--- src/rtl/adc_scan_ctrl_pkg.sv ---
// Shared definitions for the ADC scan controller: FSM encoding, default
// timing parameters and the channel count.
package adc_scan_ctrl_pkg;

  localparam int          NUM_CH         = 2;
  localparam logic [15:0] SAMPLE_DIV_DEF = 16'd5000;
  localparam logic [11:0] TIMEOUT_DEF    = 12'd2000;

  typedef enum logic [2:0] {
    ST_IDLE      = 3'd0,
    ST_START     = 3'd1,
    ST_WAIT_BUSY = 3'd2,
    ST_WAIT_DONE = 3'd3,
    ST_LATCH     = 3'd4
  } scan_state_t;

  // Lowest set channel wins, so channel 0 is always converted first.
  function automatic logic first_channel(input logic [NUM_CH-1:0] mask);
    return mask[0] ? 1'b0 : 1'b1;
  endfunction

endpackage

--- src/rtl/adc_scan_ctrl_tick.sv ---
// Scan period generator: one-cycle sample_tick every SAMPLE_DIV sysclk
// cycles while enabled; parked at the reload value while disabled.
module sample_tick_gen
  import adc_scan_ctrl_pkg::*;
#(
  parameter logic [15:0] SAMPLE_DIV = SAMPLE_DIV_DEF
) (
  input  logic sysclk,
  input  logic rst_n,
  input  logic enable,
  output logic sample_tick
);

  localparam logic [15:0] RELOAD = SAMPLE_DIV - 16'd1;

  logic [15:0] r_count;

  always_ff @(posedge sysclk) begin
    if (!rst_n) begin
      r_count <= RELOAD;
    end else if (!enable) begin
      r_count <= RELOAD;
    end else if (r_count == 16'd0) begin
      r_count <= RELOAD;
    end else begin
      r_count <= r_count - 16'd1;
    end
  end

  assign sample_tick = enable && (r_count == 16'd0);

endmodule

--- src/rtl/adc_scan_ctrl.sv ---
// Periodic two-channel ADC scan sequencer: issues start pulses to an SPI ADC
// front end, tracks its chip-select handshake and latches results per channel.
module adc_scan_ctrl
  import adc_scan_ctrl_pkg::*;
#(
  parameter logic [15:0] SAMPLE_DIV = SAMPLE_DIV_DEF,
  parameter logic [11:0] TIMEOUT    = TIMEOUT_DEF
) (
  input  logic        sysclk,
  input  logic        rst_n,
  input  logic        enable,
  input  logic [1:0]  ch_mask,
  input  logic        clr_flags,
  output logic        adc_start,
  output logic        adc_channel,
  input  logic [9:0]  adc_data,
  input  logic        adc_data_valid,
  output logic [9:0]  ch0_data,
  output logic [9:0]  ch1_data,
  output logic        ch0_new,
  output logic        ch1_new,
  output logic        busy,
  output logic        overrun,
  output logic        timeout_err
);

  localparam logic [11:0] WAIT_LAST = TIMEOUT - 12'd1;

  scan_state_t r_state;
  logic [NUM_CH-1:0] r_scan_mask;
  logic        r_channel;
  logic [11:0] r_wait_cnt;
  logic        r_start;
  logic [9:0]  r_ch0_data;
  logic [9:0]  r_ch1_data;
  logic        r_ch0_new;
  logic        r_ch1_new;
  logic        r_overrun;
  logic        r_timeout;

  logic              w_tick;
  logic [NUM_CH-1:0] w_remaining;

  sample_tick_gen #(
    .SAMPLE_DIV(SAMPLE_DIV)
  ) u_tick (
    .sysclk     (sysclk),
    .rst_n      (rst_n),
    .enable     (enable),
    .sample_tick(w_tick)
  );

  // Channels still owed a conversion once the current one is latched.
  assign w_remaining = r_scan_mask & (r_channel ? 2'b00 : 2'b10);

  always_ff @(posedge sysclk) begin
    if (!rst_n) begin
      r_state     <= ST_IDLE;
      r_scan_mask <= '0;
      r_channel   <= 1'b0;
      r_wait_cnt  <= 12'd0;
      r_start     <= 1'b0;
      r_ch0_data  <= 10'd0;
      r_ch1_data  <= 10'd0;
      r_ch0_new   <= 1'b0;
      r_ch1_new   <= 1'b0;
      r_overrun   <= 1'b0;
      r_timeout   <= 1'b0;
    end else begin
      r_start   <= 1'b0;
      r_ch0_new <= 1'b0;
      r_ch1_new <= 1'b0;

      // Clear first so a same-cycle error event still leaves the flag set.
      if (clr_flags) begin
        r_overrun <= 1'b0;
        r_timeout <= 1'b0;
      end
      if (w_tick && (r_state != ST_IDLE)) begin
        r_overrun <= 1'b1;
      end

      case (r_state)
        ST_IDLE: begin
          if (w_tick && (ch_mask != 2'b00)) begin
            r_scan_mask <= ch_mask;
            r_channel   <= first_channel(ch_mask);
            r_start     <= 1'b1;
            r_state     <= ST_START;
          end
        end
        ST_START: begin
          r_wait_cnt <= 12'd0;
          r_state    <= ST_WAIT_BUSY;
        end
        ST_WAIT_BUSY: begin
          if (!adc_data_valid) begin
            r_wait_cnt <= 12'd0;
            r_state    <= ST_WAIT_DONE;
          end else if (r_wait_cnt == WAIT_LAST) begin
            r_timeout <= 1'b1;
            r_state   <= ST_IDLE;
          end else begin
            r_wait_cnt <= r_wait_cnt + 12'd1;
          end
        end
        ST_WAIT_DONE: begin
          if (adc_data_valid) begin
            r_state <= ST_LATCH;
          end else if (r_wait_cnt == WAIT_LAST) begin
            r_timeout <= 1'b1;
            r_state   <= ST_IDLE;
          end else begin
            r_wait_cnt <= r_wait_cnt + 12'd1;
          end
        end
        ST_LATCH: begin
          if (r_channel) begin
            r_ch1_data <= adc_data;
            r_ch1_new  <= 1'b1;
          end else begin
            r_ch0_data <= adc_data;
            r_ch0_new  <= 1'b1;
          end
          r_scan_mask <= w_remaining;
          // A disabled scanner finishes the channel in flight but starts no more.
          if (enable && (w_remaining != 2'b00)) begin
            r_channel <= first_channel(w_remaining);
            r_start   <= 1'b1;
            r_state   <= ST_START;
          end else begin
            r_state <= ST_IDLE;
          end
        end
        default: r_state <= ST_IDLE;
      endcase
    end
  end

  assign adc_start   = r_start;
  assign adc_channel = r_channel;
  assign ch0_data    = r_ch0_data;
  assign ch1_data    = r_ch1_data;
  assign ch0_new     = r_ch0_new;
  assign ch1_new     = r_ch1_new;
  assign busy        = (r_state != ST_IDLE);
  assign overrun     = r_overrun;
  assign timeout_err = r_timeout;

endmodule

--- config.mk ---
export PLATFORM = sky130hd
export DESIGN_NAME = adc_scan_ctrl
export DESIGN_NICKNAME = d
export VERILOG_FILES = /design/src/rtl/adc_scan_ctrl_pkg.sv /design/src/rtl/adc_scan_ctrl_tick.sv /design/src/rtl/adc_scan_ctrl.sv
export SDC_FILE = /design/constraint.sdc
export NUM_CORES = 1
export LEC_CHECK = 0
export BUFFER_PORTS_ARGS = -buffer_cell sky130_fd_sc_hd__buf_2
export CAP_MARGIN = 10
export CORE_ASPECT_RATIO = 0.6
export CORE_UTILIZATION = 50
export DETAILED_ROUTE_END_ITERATION = 7
export PLACE_DENSITY_LB_ADDON = 0.15
export REMOVE_ABC_BUFFERS = 1
export SETUP_SLACK_MARGIN = 0.4
export SYNTH_ARGS = -nofsm -noshare
export SYNTH_HDL_FRONTEND = slang
export SYNTH_SLANG_ARGS = --single-unit
--- constraint.sdc ---
create_clock -name sysclk -period 2.8 [get_ports sysclk]
set_clock_uncertainty 0.05 [all_clocks]
set_input_delay 0.28 -clock sysclk [delete_from_list [all_inputs] [get_ports sysclk]]
set_output_delay 0.28 -clock sysclk [all_outputs]
set_load 0.01 [all_outputs]
### After elaboration in Yosys (flattened, before gate mapping)

Cells that the tools add are included.

| storage, ports and cells | value |
|---|---|
| register bits | 59 |
| latch bits | 0 |
| bits in writable memories | 0 |
| ROM bits | 0 |
| input bits | 17 |
| output and inout bits | 27 |
| word-level logic and storage cells | 75 |
| memories | 0 |

| cells by class | value |
|---|---|
| add/sub/neg operators | 2 |
| $mul | 0 |
| divide/modulo/power cells | 0 |
| $lt $le $gt $ge | 0 |
| eq/ne operators | 8 |
| shift-type cells | 0 |
| muxes and demuxes | 30 |
| bitwise logic cells | 4 |
| reductions and logical operators | 19 |

Operators with widths:

| operator | number |
|---|---|
| $mux 12 | 3 |
| $pmux 12 s3 | 1 |
| $logic_not 16->1 | 1 |
| $sub 16x1->16 const B | 1 |
| $mux 1 | 15 |
| $pmux 3 s5 | 1 |
| $add 12x1->12 const B | 1 |
| $eq 12x11->1 const B | 1 |
| $mux 3 | 4 |
| $reduce_and 2->1 | 5 |
| $reduce_bool 2->1 | 4 |
| $eq 3x2->1 const B | 2 |
| $ne 2x2->1 const B | 3 |
| $pmux 1 s2 | 3 |
| $reduce_bool 3->1 | 2 |
| $logic_and 1x1->1 | 4 |
| $mux 2 | 2 |
| $pmux 2 s2 | 1 |
| $eq 3x1->1 const B | 1 |
| $eq 3x3->1 const B | 1 |
| $logic_not 3->1 | 1 |
| $not 1->1 | 3 |
| $reduce_and 3->1 | 1 |
| $reduce_or 3->1 | 1 |
| $and 2x2->2 | 1 |

### Logic depth before layout (Yosys ltp)

| depth | value |
|---|---|
| depth after elaboration | 6 |
| mapped depth | 7 |
| gate-level depth less buffers | 6 |

### Modules after synthesis

Synthesis repeated with hierarchy kept, for this count alone.

| second synthesis, totals | value |
|---|---|
| cells, all modules | 306 |
| area total of the unflattened synthesis | 2581.2 um^2 |

Modules (own cells, without submodules):

| module | instances | cells each | area an instance (um^2) | sequential area each (um^2) |
|---|---|---|---|---|
| adc_scan_ctrl | 1 | 226 | 1845.5 | 840.8 |
| sample_tick_gen | 1 | 80 | 735.7 | 320.3 |

### Worst setup path after synthesis

OpenSTA, ideal clock, no wires.

| timing | value |
|---|---|
| path kind | register to register |
| from | register r_wait_cnt[4] |
| to | register r_state[1] |
| library setup time | 0.118 ns |
| data arrival time | 1.590 ns |
| data required time | 2.632 ns |
| slack | 1.042 ns |
| cell stages (with the launch flop) | 6 |
| path buffers | 1 |
| period minus slack after synthesis | 1.758 ns |
| cell sequence | dfxtp_1 > or4b_4 > nor4_4 > buf_6 > a21boi_2 > o2111a_1 |

| between the ends | value |
|---|---|
| cells in the longest elaborated chain, start to end | 4 |
| elaborated cells on any way between the ends | 5 |
| classes of those cells | eq/ne (1); mux (4) |

Ends and longest elaborated chain:

| item | RTL line | RTL |
|---|---|---|
| from (decl) | adc_scan_ctrl.sv:32 | `logic [11:0] r_wait_cnt;` |
| from (signal assigned) | adc_scan_ctrl.sv:104 | `r_wait_cnt <= r_wait_cnt + 12'd1;` |
| from (signal assigned) | adc_scan_ctrl.sv:114 | `r_wait_cnt <= r_wait_cnt + 12'd1;` |
| $eq 12x11->1 (*) | adc_scan_ctrl.sv:100, adc_scan_ctrl.sv:110 |  |
| $mux 3 (*) | -- |  |
| $mux 3 (on tied branches) | -- |  |
| $pmux 3 s5 (*) | -- |  |
| to (signal assigned) | adc_scan_ctrl.sv:99 | `r_state <= ST_WAIT_DONE;` |
| to (signal assigned) | adc_scan_ctrl.sv:102 | `r_state <= ST_IDLE;` |
| to (signal assigned) | adc_scan_ctrl.sv:112 | `r_state <= ST_IDLE;` |
| to (decl) | adc_scan_ctrl.sv:29 | `scan_state_t r_state;` |

Mark *: on every way between the ends. The rest lies on a longest branch, timed or not.
A chain may end at the register's enable or synchronous reset.

### Worst setup path in the final report

| timing | value |
|---|---|
| from | register r_wait_cnt[0] |
| to | register r_state[1] |

The elaborated chain is that of the path after synthesis.

==> metrics.yaml <==
run_status:
  status: "finished clean"
cts:
  clk_latency_ps: 330
  cts.sinks: 58
  clockBufferDepth: 2
  cts.clk_slew.worst_paths_ps: 70
  cts_max_level: 3
  cts_setup_buffers: 0
  ctsHoldBuffers: 0
  cts_tree: "done"
  root_buffer: "clkbuf_8"
  ctsResizeCount: 0
  numCtsBuffers: 9
global_route:
  grt_pass1_vias: 2043
  grt_usage_pct: 23.7
  grt_max_degree: 31
  antenna_found_initial: 0
  overflow: 0
  grt_pass1_wl_um: 9850
synthesis:
  synth-seq-area-share_pct: 44.4
  syn_avg_cell_area_um2: 8.58
  synth-seq-cells: 58
  syn_area_um2: 2620
  synth_flop_cell: "dfxtp_1"
  syn-instance-count: 305
  yosysWarnings: 0
  synth_top_area_share_pct: 44.4
  yosys-top-cells-area: "dfxtp_1 (44%), nand2_1 (8.7%), a21oi_1 (6.9%)"
  synth_edf_count: 0
  synth.largest_area_cell: "dfxtp_1"
  synth_cell_types: 55
  synthArstFlopShare_pct: 0
sta:
  hold_viol_final: 0
  rsz0062_at_grt: "no"
  slew_headroom_pct: 45.3
  slew_violations: 0
  max_freq_mhz: 466
  finalCritPeriodShare_pct: 76.6
  setup_tns_ps: 0
  tightestPinTransition_ps: 819
  period_minus_slack_ps: 2150
  setup_viol_count_final: 0
  worst_slack_ps: 654
floorplan:
  die-area_um2: 5540
  core_area_um2: 4800
  initial_utilization_pct: 54.5
  die_w_um: 95.4
  die_h_um: 58.0
  fp-row-count: 19
  io-pin-count: 44
job:
  max_cap_violations: 0
worst_setup_path:
  crit_path_max_incr_delay_ps: 790
  setup.worst_path.end: "r_state[1]$_SDFFE_PN0P_"
  critical-path-slowest-cell: "nor4_4"
  start_kind: "flop"
  critPathRequiredTime_ps: 2970
  cp_max_fo: 17
  startpoint: "r_wait_cnt[0]$_SDFFE_PN0P_"
  rr_startpoint: "r_wait_cnt[0]$_SDFFE_PN0P_"
  critPathArrivalTime_ps: 2320
  rrSetupSlack_ps: 650
  path_cells: "ha_1, nand3_1, nor4_4, a21boi_2, o2111a_1"
  critPathCaptureType: "flop"
  r2r_cells: 5
  timing.rr.end: "r_state[1]$_SDFFE_PN0P_"
  path_class: "flop to flop"
drt:
  routed_wl_um: 6000
  vias_per_cell: 5.74
  drtAntennaViolNets: 0
  drtPass1Iterations: 4
  num_vias: 2382
  drt_iter0_drc: 174
  routedWlPerCell_um: 14.5
  drc: 0
power_and_ir_drop:
  power_per_cell_area_nw_per_um2: 514
  seq_power_share_pct: 53.2
  swShare_pct: 24.0
  total_power_uw: 1560
  power.switching_uw: 374
  cellLeakagePower_uw: 0.00114
  p_comb_share_pct: 2.5
  clkPwrFrac_pct: 44.3
  ir_drop_uv: 409
  p_int_uw: 1180
layout:
  area_delta_synth_final_pct: 15.7
  nFillCells: 415
  n_antenna_cell: 0
  drive_above_1_share_pct: 20.2
  fin_nets: 367
place:
  dp_hpwl_um: 4230
  port-buffer-count: 43
  preCtsSetupSlack_ps: 684
  gp_congestion: 0.858
hold_path:
  hold_class: "primary input to flop"
-- power groups by stage --
stage               Clock [uW]  Sequential [uW]  Combinational (uW)
floorplan                    0              846                14.8
global placement             0              846                38.0
detailed placement           0              846                38.5
CTS                        706              828                38.4
global route               738              827                42.6
finish                     690              828                38.7
-- critical path: cells and delay by family, from the launching register on --
kind,cells,cell delay (ps)
AOI/OAI and AO/OA,2,360
and+or+nand+nor,2,1030
adders and majority gates,1,190
DFF,1,410
-- layer usage --
metal	up-vias	share of wire [%]	GRT usage (%)
li1	1180	-	-
met1	1105	52	35.9
met2	92	39	32.1
met3	5	8.2	7.87
met4	0	0.48	5.12
met5	-	0	0
-- worst min-delay path by stage --
stage,start,endpoint,slack (ps),cells after the start
final,adc_data[3],ch0_data[3]$_SDFFE_PN0P_,140,3
after global routing,adc_data[7],ch0_data[7]$_SDFFE_PN0P_,140,3
after CTS,adc_data[3],ch0_data[3]$_SDFFE_PN0P_,130,3
after detailed placement,u_tick.r_count[0]$_SDFF_PP1_,u_tick.r_count[0]$_SDFF_PP1_,400,1
after global placement,u_tick.r_count[0]$_SDFF_PP1_,u_tick.r_count[0]$_SDFF_PP1_,360,1
after floorplan,u_tick.r_count[0]$_SDFF_PP1_,u_tick.r_count[0]$_SDFF_PP1_,340,1
-- stage by stage --
| stage | area [um2] | cells | util, % | hold WS (ps) |
|---|---|---|---|---|
| after detailed placement | 2850 | 399 | 59.4 | 396 |
| after CTS | 3030 | 415 | 63.1 | 127 |
| after global routing | 3030 | 415 | 63.1 | 136 |
| final | 3030 | 415 | 63.1 | 140 |
| after floorplan | 2530 | 290 | - | 341 |
| after global placement | 2850 | 399 | 59.4 | 357 |
-- Yosys cell counts (3+ instances only) --
| cell type | number |
|---|---|
| or4_1 | 5 |
| and3_1 | 3 |
| xor2_1 | 9 |
| o31ai_1 | 6 |
| inv_1 | 9 |
| nor4_4 | 3 |
| nand4_1 | 6 |
| dfxtp_1 | 58 |
| buf_2 | 6 |
| o21ai_0 | 6 |
| or3_1 | 3 |
| nor2_1 | 19 |
| ha_1 | 3 |
| nor3_1 | 5 |
| nand2_1 | 61 |
| nand4b_1 | 3 |
| a21oi_1 | 36 |
| nand2b_1 | 4 |
| clkbuf_1 | 5 |
| nand3_1 | 7 |
-- cells by family after synthesis --
kind of cell               count (synthesis)  synth area share (%)
AOI/OAI and AO/OA                         70                  17.2
xor gates and xnor gates                  11                  3.68
adders and majority gates                  3                  1.43
muxes                                      1                 0.382
buffers and inverters                     24                  4.49
DFF                                       58                  44.4
and+or+nand+nor                          138                  28.4
-- state kept, by name (all words and copies together) (netlist names) --
name,cells
ch0_new,1
ch1_data,10
timeout_err,1
adc_channel,1
u_tick.r_count,16
ch1_new,1
r_state,3
r_wait_cnt,12
adc_start,1
overrun,1
ch0_data,10
r_scan_mask,1
-- placed cells by master (no fill, tap or decap), types with 2 or more instances in the layout --
| master | n |
|---|---|
| nand2_1 | 61 |
| nor2b_1 | 2 |
| inv_1 | 9 |
| a211oi_1 | 2 |
| xor2_1 | 9 |
| nor4_1 | 2 |
| clkinv_2 | 2 |
| o21ai_0 | 6 |
| dfxtp_1 | 58 |
| o31ai_1 | 6 |
| ha_1 | 3 |
| or4_1 | 5 |
| and4_1 | 2 |
| buf_4 | 3 |
| and3_1 | 3 |
| nand3_1 | 7 |
| a31oi_1 | 2 |
| nand4_1 | 6 |
| clkinvlp_4 | 3 |
| nor4_4 | 3 |
| nand4b_1 | 3 |
| o41ai_1 | 2 |
| clkbuf_8 | 10 |
| nor3b_1 | 2 |
| nor3_1 | 5 |
| buf_2 | 43 |
| nor2_1 | 19 |
| or3_1 | 3 |
| or4bb_1 | 2 |
| a21oi_1 | 36 |
| xnor2_1 | 2 |
| nand2b_1 | 4 |
| nand3b_1 | 2 |
| a311oi_1 | 2 |
| or2_2 | 2 |
-- layout make-up --
| type | instances | area, um2 | area share (%) |
|---|---|---|---|
| multi-input combinational | 223 | 1340 | 44.2 |
| tap | 63 | 78.8 | 2.60 |
| clock buffer | 10 | 138 | 4.54 |
| clock inverter | 6 | 41.3 | 1.36 |
| timing repair buffer | 46 | 238 | 7.85 |
| sequential | 58 | 1160 | 38.3 |
| inverter | 9 | 33.8 | 1.12 |
Power figures use the tool's default switching activity.
